[config.mk]
export PLATFORM = sky130hd
export DESIGN_NAME = serial_adder_ctrl_flat
export DESIGN_NICKNAME = d
export VERILOG_FILES = /design/src/rtl/serial_adder_ctrl_pkg.sv /design/src/rtl/serial_adder_ctrl_if.sv /design/src/rtl/serial_adder_ctrl_fa.sv /design/src/rtl/serial_adder_ctrl.sv /design/src/flat_wrapper.sv
export SDC_FILE = /design/constraint.sdc
export NUM_CORES = 1
export LEC_CHECK = 0
export CAP_MARGIN = 5
export CORE_MARGIN = 4
export CORE_UTILIZATION = 45
export DETAILED_ROUTE_END_ITERATION = 12
export PLACE_DENSITY = 0.7
export SLEW_MARGIN = 20
export SYNTH_ARGS = -nofsm -noshare
export SYNTH_HDL_FRONTEND = slang
export SYNTH_SLANG_ARGS = --single-unit
[constraint.sdc]
create_clock -name clk -period 3.29 [get_ports clk]
set_input_delay 0.4935 -clock clk [delete_from_list [all_inputs] [get_ports clk]]
set_output_delay 0.4935 -clock clk [all_outputs]
set_load 0.1 [all_outputs]
[src/rtl/serial_adder_ctrl_pkg.sv]
// serial_adder_pkg: shared state encoding and width limit for the bit-serial adder controller
package serial_adder_pkg;
    typedef enum logic [1:0] {IDLE, RUN, DONE} sa_state_e;
    localparam int SA_MAX_WIDTH = 64;
endpackage

[src/rtl/serial_adder_ctrl_if.sv]
// serial_adder_ctrl_if: operand request and result handshakes between requester and controller
// SERIAL_ADD_OVF_EN adds the signed-overflow flag to the result side.
interface serial_adder_ctrl_if #(parameter int WIDTH = 8);
    logic             in_valid;
    logic             in_ready;
    logic [WIDTH-1:0] a;
    logic [WIDTH-1:0] b;
    logic             cin;
    logic             out_valid;
    logic             out_ready;
    logic [WIDTH-1:0] sum;
    logic             cout;
    logic             busy;
`ifdef SERIAL_ADD_OVF_EN
    logic             ovf;
`endif
    modport master (
        output in_valid, a, b, cin, out_ready,
        input  in_ready, out_valid, sum, cout, busy
`ifdef SERIAL_ADD_OVF_EN
        , ovf
`endif
    );
    modport slave (
        input  in_valid, a, b, cin, out_ready,
        output in_ready, out_valid, sum, cout, busy
`ifdef SERIAL_ADD_OVF_EN
        , ovf
`endif
    );
endinterface

[src/rtl/serial_adder_ctrl_fa.sv]
// full_adder: combinational single-bit adder slice shared by the serial controller
module full_adder (
    input  logic a,
    input  logic b,
    input  logic cin,
    output logic sum,
    output logic carry
);
    assign sum   = a ^ b ^ cin;
    assign carry = (a & b) | (cin & (a ^ b));
endmodule

[src/rtl/serial_adder_ctrl.sv]
// serial_adder_ctrl: adds two WIDTH-bit operands one bit per clock, LSB first, through one full_adder
// SERIAL_ADD_OVF_EN adds a registered signed-overflow flag.
module serial_adder_ctrl
    import serial_adder_pkg::*;
#(
    parameter  int WIDTH = 8,
    localparam int CNT_W = $clog2(WIDTH + 1)
) (
    input logic clk,
    input logic rst,
    serial_adder_ctrl_if.slave bus
);
    sa_state_e        state;
    logic [CNT_W-1:0] cnt;
    logic [WIDTH-1:0] a_sh;
    logic [WIDTH-1:0] b_sh;
    logic [WIDTH-1:0] sum_sh;
    logic [WIDTH-1:0] sum_next;
    logic             carry;
    logic             fa_sum;
    logic             fa_carry;
    logic             last;

    full_adder u_fa (
        .a    (a_sh[0]),
        .b    (b_sh[0]),
        .cin  (carry),
        .sum  (fa_sum),
        .carry(fa_carry)
    );

    // Shift form rather than a concatenation so WIDTH=1 needs no empty slice
    assign sum_next = (sum_sh >> 1) | (WIDTH'(fa_sum) << (WIDTH - 1));
    assign last     = cnt == CNT_W'(WIDTH - 1);

    always_ff @(posedge clk) begin
        if (rst) begin
            state         <= IDLE;
            cnt           <= '0;
            a_sh          <= '0;
            b_sh          <= '0;
            sum_sh        <= '0;
            carry         <= 1'b0;
            bus.in_ready  <= 1'b1;
            bus.out_valid <= 1'b0;
            bus.busy      <= 1'b0;
            bus.sum       <= '0;
            bus.cout      <= 1'b0;
`ifdef SERIAL_ADD_OVF_EN
            bus.ovf       <= 1'b0;
`endif
        end else begin
            case (state)
                IDLE: if (bus.in_valid && bus.in_ready) begin
                    state        <= RUN;
                    a_sh         <= bus.a;
                    b_sh         <= bus.b;
                    carry        <= bus.cin;
                    cnt          <= '0;
                    sum_sh       <= '0;
                    bus.in_ready <= 1'b0;
                    bus.busy     <= 1'b1;
                end
                RUN: begin
                    sum_sh <= sum_next;
                    a_sh   <= a_sh >> 1;
                    b_sh   <= b_sh >> 1;
                    carry  <= fa_carry;
                    cnt    <= cnt + CNT_W'(1);
                    if (last) begin
                        state         <= DONE;
                        bus.out_valid <= 1'b1;
                        bus.sum       <= sum_next;
                        bus.cout      <= fa_carry;
`ifdef SERIAL_ADD_OVF_EN
                        // carry still holds the carry into the MSB on this edge
                        bus.ovf       <= carry ^ fa_carry;
`endif
                    end
                end
                DONE: if (bus.out_ready) begin
                    state         <= IDLE;
                    bus.out_valid <= 1'b0;
                    bus.busy      <= 1'b0;
                    bus.in_ready  <= 1'b1;
                end
                default: state <= IDLE;
            endcase
        end
    end
endmodule

[src/flat_wrapper.sv]
// flat-port wrapper written by rule: the top's interface ports become plain ports
module serial_adder_ctrl_flat import serial_adder_pkg::*;
#(
    parameter  int WIDTH = 8,
    localparam int CNT_W = $clog2(WIDTH + 1)
)
  (clk, rst, bus_in_valid, bus_a, bus_b, bus_cin, bus_out_ready, bus_in_ready, bus_out_valid, bus_sum, bus_cout, bus_busy);
  serial_adder_ctrl_if #(.WIDTH(WIDTH)) bus_i ();
  input logic clk;
  input logic rst;
  input wire logic [$bits(bus_i.in_valid)-1:0] bus_in_valid;
  input wire logic [$bits(bus_i.a)-1:0] bus_a;
  input wire logic [$bits(bus_i.b)-1:0] bus_b;
  input wire logic [$bits(bus_i.cin)-1:0] bus_cin;
  input wire logic [$bits(bus_i.out_ready)-1:0] bus_out_ready;
  output wire logic [$bits(bus_i.in_ready)-1:0] bus_in_ready;
  output wire logic [$bits(bus_i.out_valid)-1:0] bus_out_valid;
  output wire logic [$bits(bus_i.sum)-1:0] bus_sum;
  output wire logic [$bits(bus_i.cout)-1:0] bus_cout;
  output wire logic [$bits(bus_i.busy)-1:0] bus_busy;
  assign bus_i.in_valid = bus_in_valid;
  assign bus_i.a = bus_a;
  assign bus_i.b = bus_b;
  assign bus_i.cin = bus_cin;
  assign bus_i.out_ready = bus_out_ready;
  assign bus_in_ready = bus_i.in_ready;
  assign bus_out_valid = bus_i.out_valid;
  assign bus_sum = bus_i.sum;
  assign bus_cout = bus_i.cout;
  assign bus_busy = bus_i.busy;
  serial_adder_ctrl #(.WIDTH(WIDTH)) u_core (.clk(clk), .rst(rst), .bus(bus_i));
endmodule
==> impl_metrics.json <==
{
  "fmax_mhz": 428,
  "ctsHoldBuffers": 0,
  "cp_slowest_stage_delay_ns": 1.16,
  "io_pins": 33,
  "synth_top_family_by_area": "simple AND/OR/NAND/NOR gates",
  "grt_setup_unrepaired": "false",
  "syn_nets": 237,
  "whs_ns": 0.460,
  "ir_drop_mv": 0.233,
  "relSlewSlack": 0.345,
  "grt_pass1_vias": 1484,
  "fp.dieArea_um2": 5290,
  "design_area_um2": 2260,
  "drv_slew": 0,
  "post_cts_buffers": 0,
  "yosysSeqAreaShare": 0.446,
  "netlist_area_um2": 1880,
  "netlist_instances": 214,
  "finalWeightedCongestion": 0.742,
  "synthMuxAreaShare": 0,
  "leakage_nw": 0.779,
  "status": "completed",
  "clock_latency_ns": 0.29,
  "p_comb_frac": 0.165,
  "layout_commonest_cell": "dfxtp_1",
  "coreArea_um2": 4030,
  "clk_path_buf_depth": 2,
  "worstMarginPinSlew_ns": 0.980,
  "power_density_nw_per_um2": 467,
  "drtIter0Drc": 69,
  "cts_repair_resize_count": 0,
  "max_cap_violations": 0,
  "tritoncts": "yes",
  "drc": 0,
  "setup.worst_path.class": "flip-flop to output port",
  "p_int_mw": 0.771,
  "setup_viol": 0,
  "critical_path.endpoint_type": "output port",
  "antenna_found_initial": 0,
  "yosys_warnings": 0,
  "switching_power_mw": 0.284,
  "synthAdderAreaFrac": 0.0173,
  "critPathTopFamily": "buffers and inverters",
  "synth_seq_cells": 42,
  "cts_made_buffers": 5,
  "synthXorXnorAreaFrac": 0,
  "cp_num_buf_inv": 1,
  "skew_ns": 0.00867,
  "seq_area_um2": 841,
  "synth-compound-area-share": 0.164,
  "ant_nets": 0,
  "worstPathRequired_ns": 2.80,
  "synth.avg_cell_area_um2": 8.81,
  "clock-sinks": 42,
  "gr-total-overflow": 0,
  "clk_root_buffer_cell": "clkbuf_8",
  "final_cell_mix": "42 x dfxtp_1, 32 x clkdlybuf4s50_1, 22 x nor2_1",
  "synth_edf_count": 0,
  "fin_crit_ns": 2.33,
  "p_clk_frac": 0.306,
  "routed_via_density": 5.44,
  "grt_max_degree": 31,
  "fin_crit_sh": 0.710,
  "p_seq_frac": 0.529,
  "dpl_cell_area_um2": 2180,
  "htree_levels": 2,
  "path_clk_slew_ns": 0.07,
  "track_usage": 0.162,
  "dr.pass1.iters": 4,
  "worstPathCellList": "clkdlybuf4s50_1",
  "drive_gt1_frac": 0.109,
  "port_buffers": 32,
  "multi_input_area_um2": 910,
  "num_vias": 1568,
  "n_fill_cell": 377,
  "row_count": 23,
  "cp_data_arrival_time_ns": 1.84,
  "worst-path-max-fanout": 5,
  "hold_path_class": "flip-flop to flip-flop",
  "yosysUniqueCellTypes": 33,
  "tns_ns": 0,
  "synthFlopType": "dfxtp_1",
  "synth-simple-area-share": 0.300,
  "chipHeight_um": 72.7,
  "routed_wl_um": 3870,
  "critPathSlowestCell": "clkdlybuf4s50_1",
  "hold_viol": 0,
  "post_drt_wl_per_cell_um": 13.4,
  "initial_core_util": 0.468,
  "hpwlAfterDp_um": 2550,
  "die_w_um": 72.7,
  "async_flop_share": 0,
  "diodes": 0,
  "nets": 262,
  "grt_first_pass_wirelength_um": 6640,
  "critPathLaunchType": "flip-flop",
  "area_growth_pct": 20.0,
  "p_sw_frac": 0.269
}
==> layout make-up <==
class | count | area share
clock buffers | 6 | 0.0365
inverters | 2 | 0.00332
multi-input cells | 151 | 0.402
flip-flops and latches | 42 | 0.372
well taps | 50 | 0.0277
repair buffers | 37 | 0.158
==> metal layers <==
metal	track usage	wire length, µm	share of wire
met1	0.201	1850	0.48
met5	0	0	0
met3	0.0496	214	0.055
met2	0.260	1740	0.45
met4	0.0676	66	0.017
==> flip-flops by register name, summed over array words and instances (netlist names) <==
signal                flops
u_core.a_sh               8
u_core.b_sh               8
u_core.bus.busy           1
u_core.bus.cout           1
u_core.bus.in_ready       1
u_core.bus.out_valid      1
u_core.bus.sum            8
u_core.carry              1
u_core.cnt                4
u_core.state              2
u_core.sum_sh             7
==> kinds of logic after synthesis <==
family,after synthesis
AO/OA/AOI/OAI,50
flip-flops,42
buffers and inverters,21
AND/OR/NAND/NOR,99
adder cells (fa/ha/maj),2
==> path summary, 6_finish.rpt <==
path                           to  slack [ns]                  from  cells after the start
min reg2reg  u_core.bus.out_valid        0.46  u_core.bus.out_valid                      2
max reg2reg        u_core.b_sh[1]        1.33       u_core.state[1]                      4
max                  bus_in_ready        0.96   u_core.bus.in_ready                      1
min          u_core.bus.out_valid        0.46  u_core.bus.out_valid                      2
==> cells in the mapped netlist (2+ instances only) <==
cell      count  area share
nor4_1        4       0.013
nor3_1        8       0.021
inv_1         2      0.0040
nor2b_1      11       0.037
buf_4         6       0.024
buf_6         4       0.024
buf_2         4       0.011
clkbuf_1      5       0.010
a21oi_1      21       0.056
nand2b_1     11       0.037
a22oi_2       5       0.033
o21ai_0       9       0.024
nand3_1      17       0.045
nor2_1       22       0.044
nor4_2        6       0.040
nor3_2        2       0.011
nand2_1      12       0.024
o21ai_1       9       0.024
dfxtp_1      42        0.45
==> power groups by stage <==
| stage | Combinational [mW] | Sequential, mW | Clock, mW |
|---|---|---|---|
| floorplan | 0.121 | 0.582 | 0 |
| global placement | 0.174 | 0.569 | 0 |
| detailed placement | 0.176 | 0.569 | 0 |
| CTS | 0.177 | 0.558 | 0.334 |
| global route | 0.194 | 0.561 | 0.352 |
| finish | 0.174 | 0.558 | 0.323 |
==> through the flow <==
step,cells,power [mW],worst slack (ns),util
detailed placement,282,0.746,1.02,0.541
CTS,288,1.07,0.941,0.561
finish,288,1.06,0.956,0.561
global route,288,1.11,0.925,0.561
global placement,282,0.743,1.04,0.541
floorplan,214,0.703,1.51,-
No activity file was read; power rests on OpenSTA's default activity.
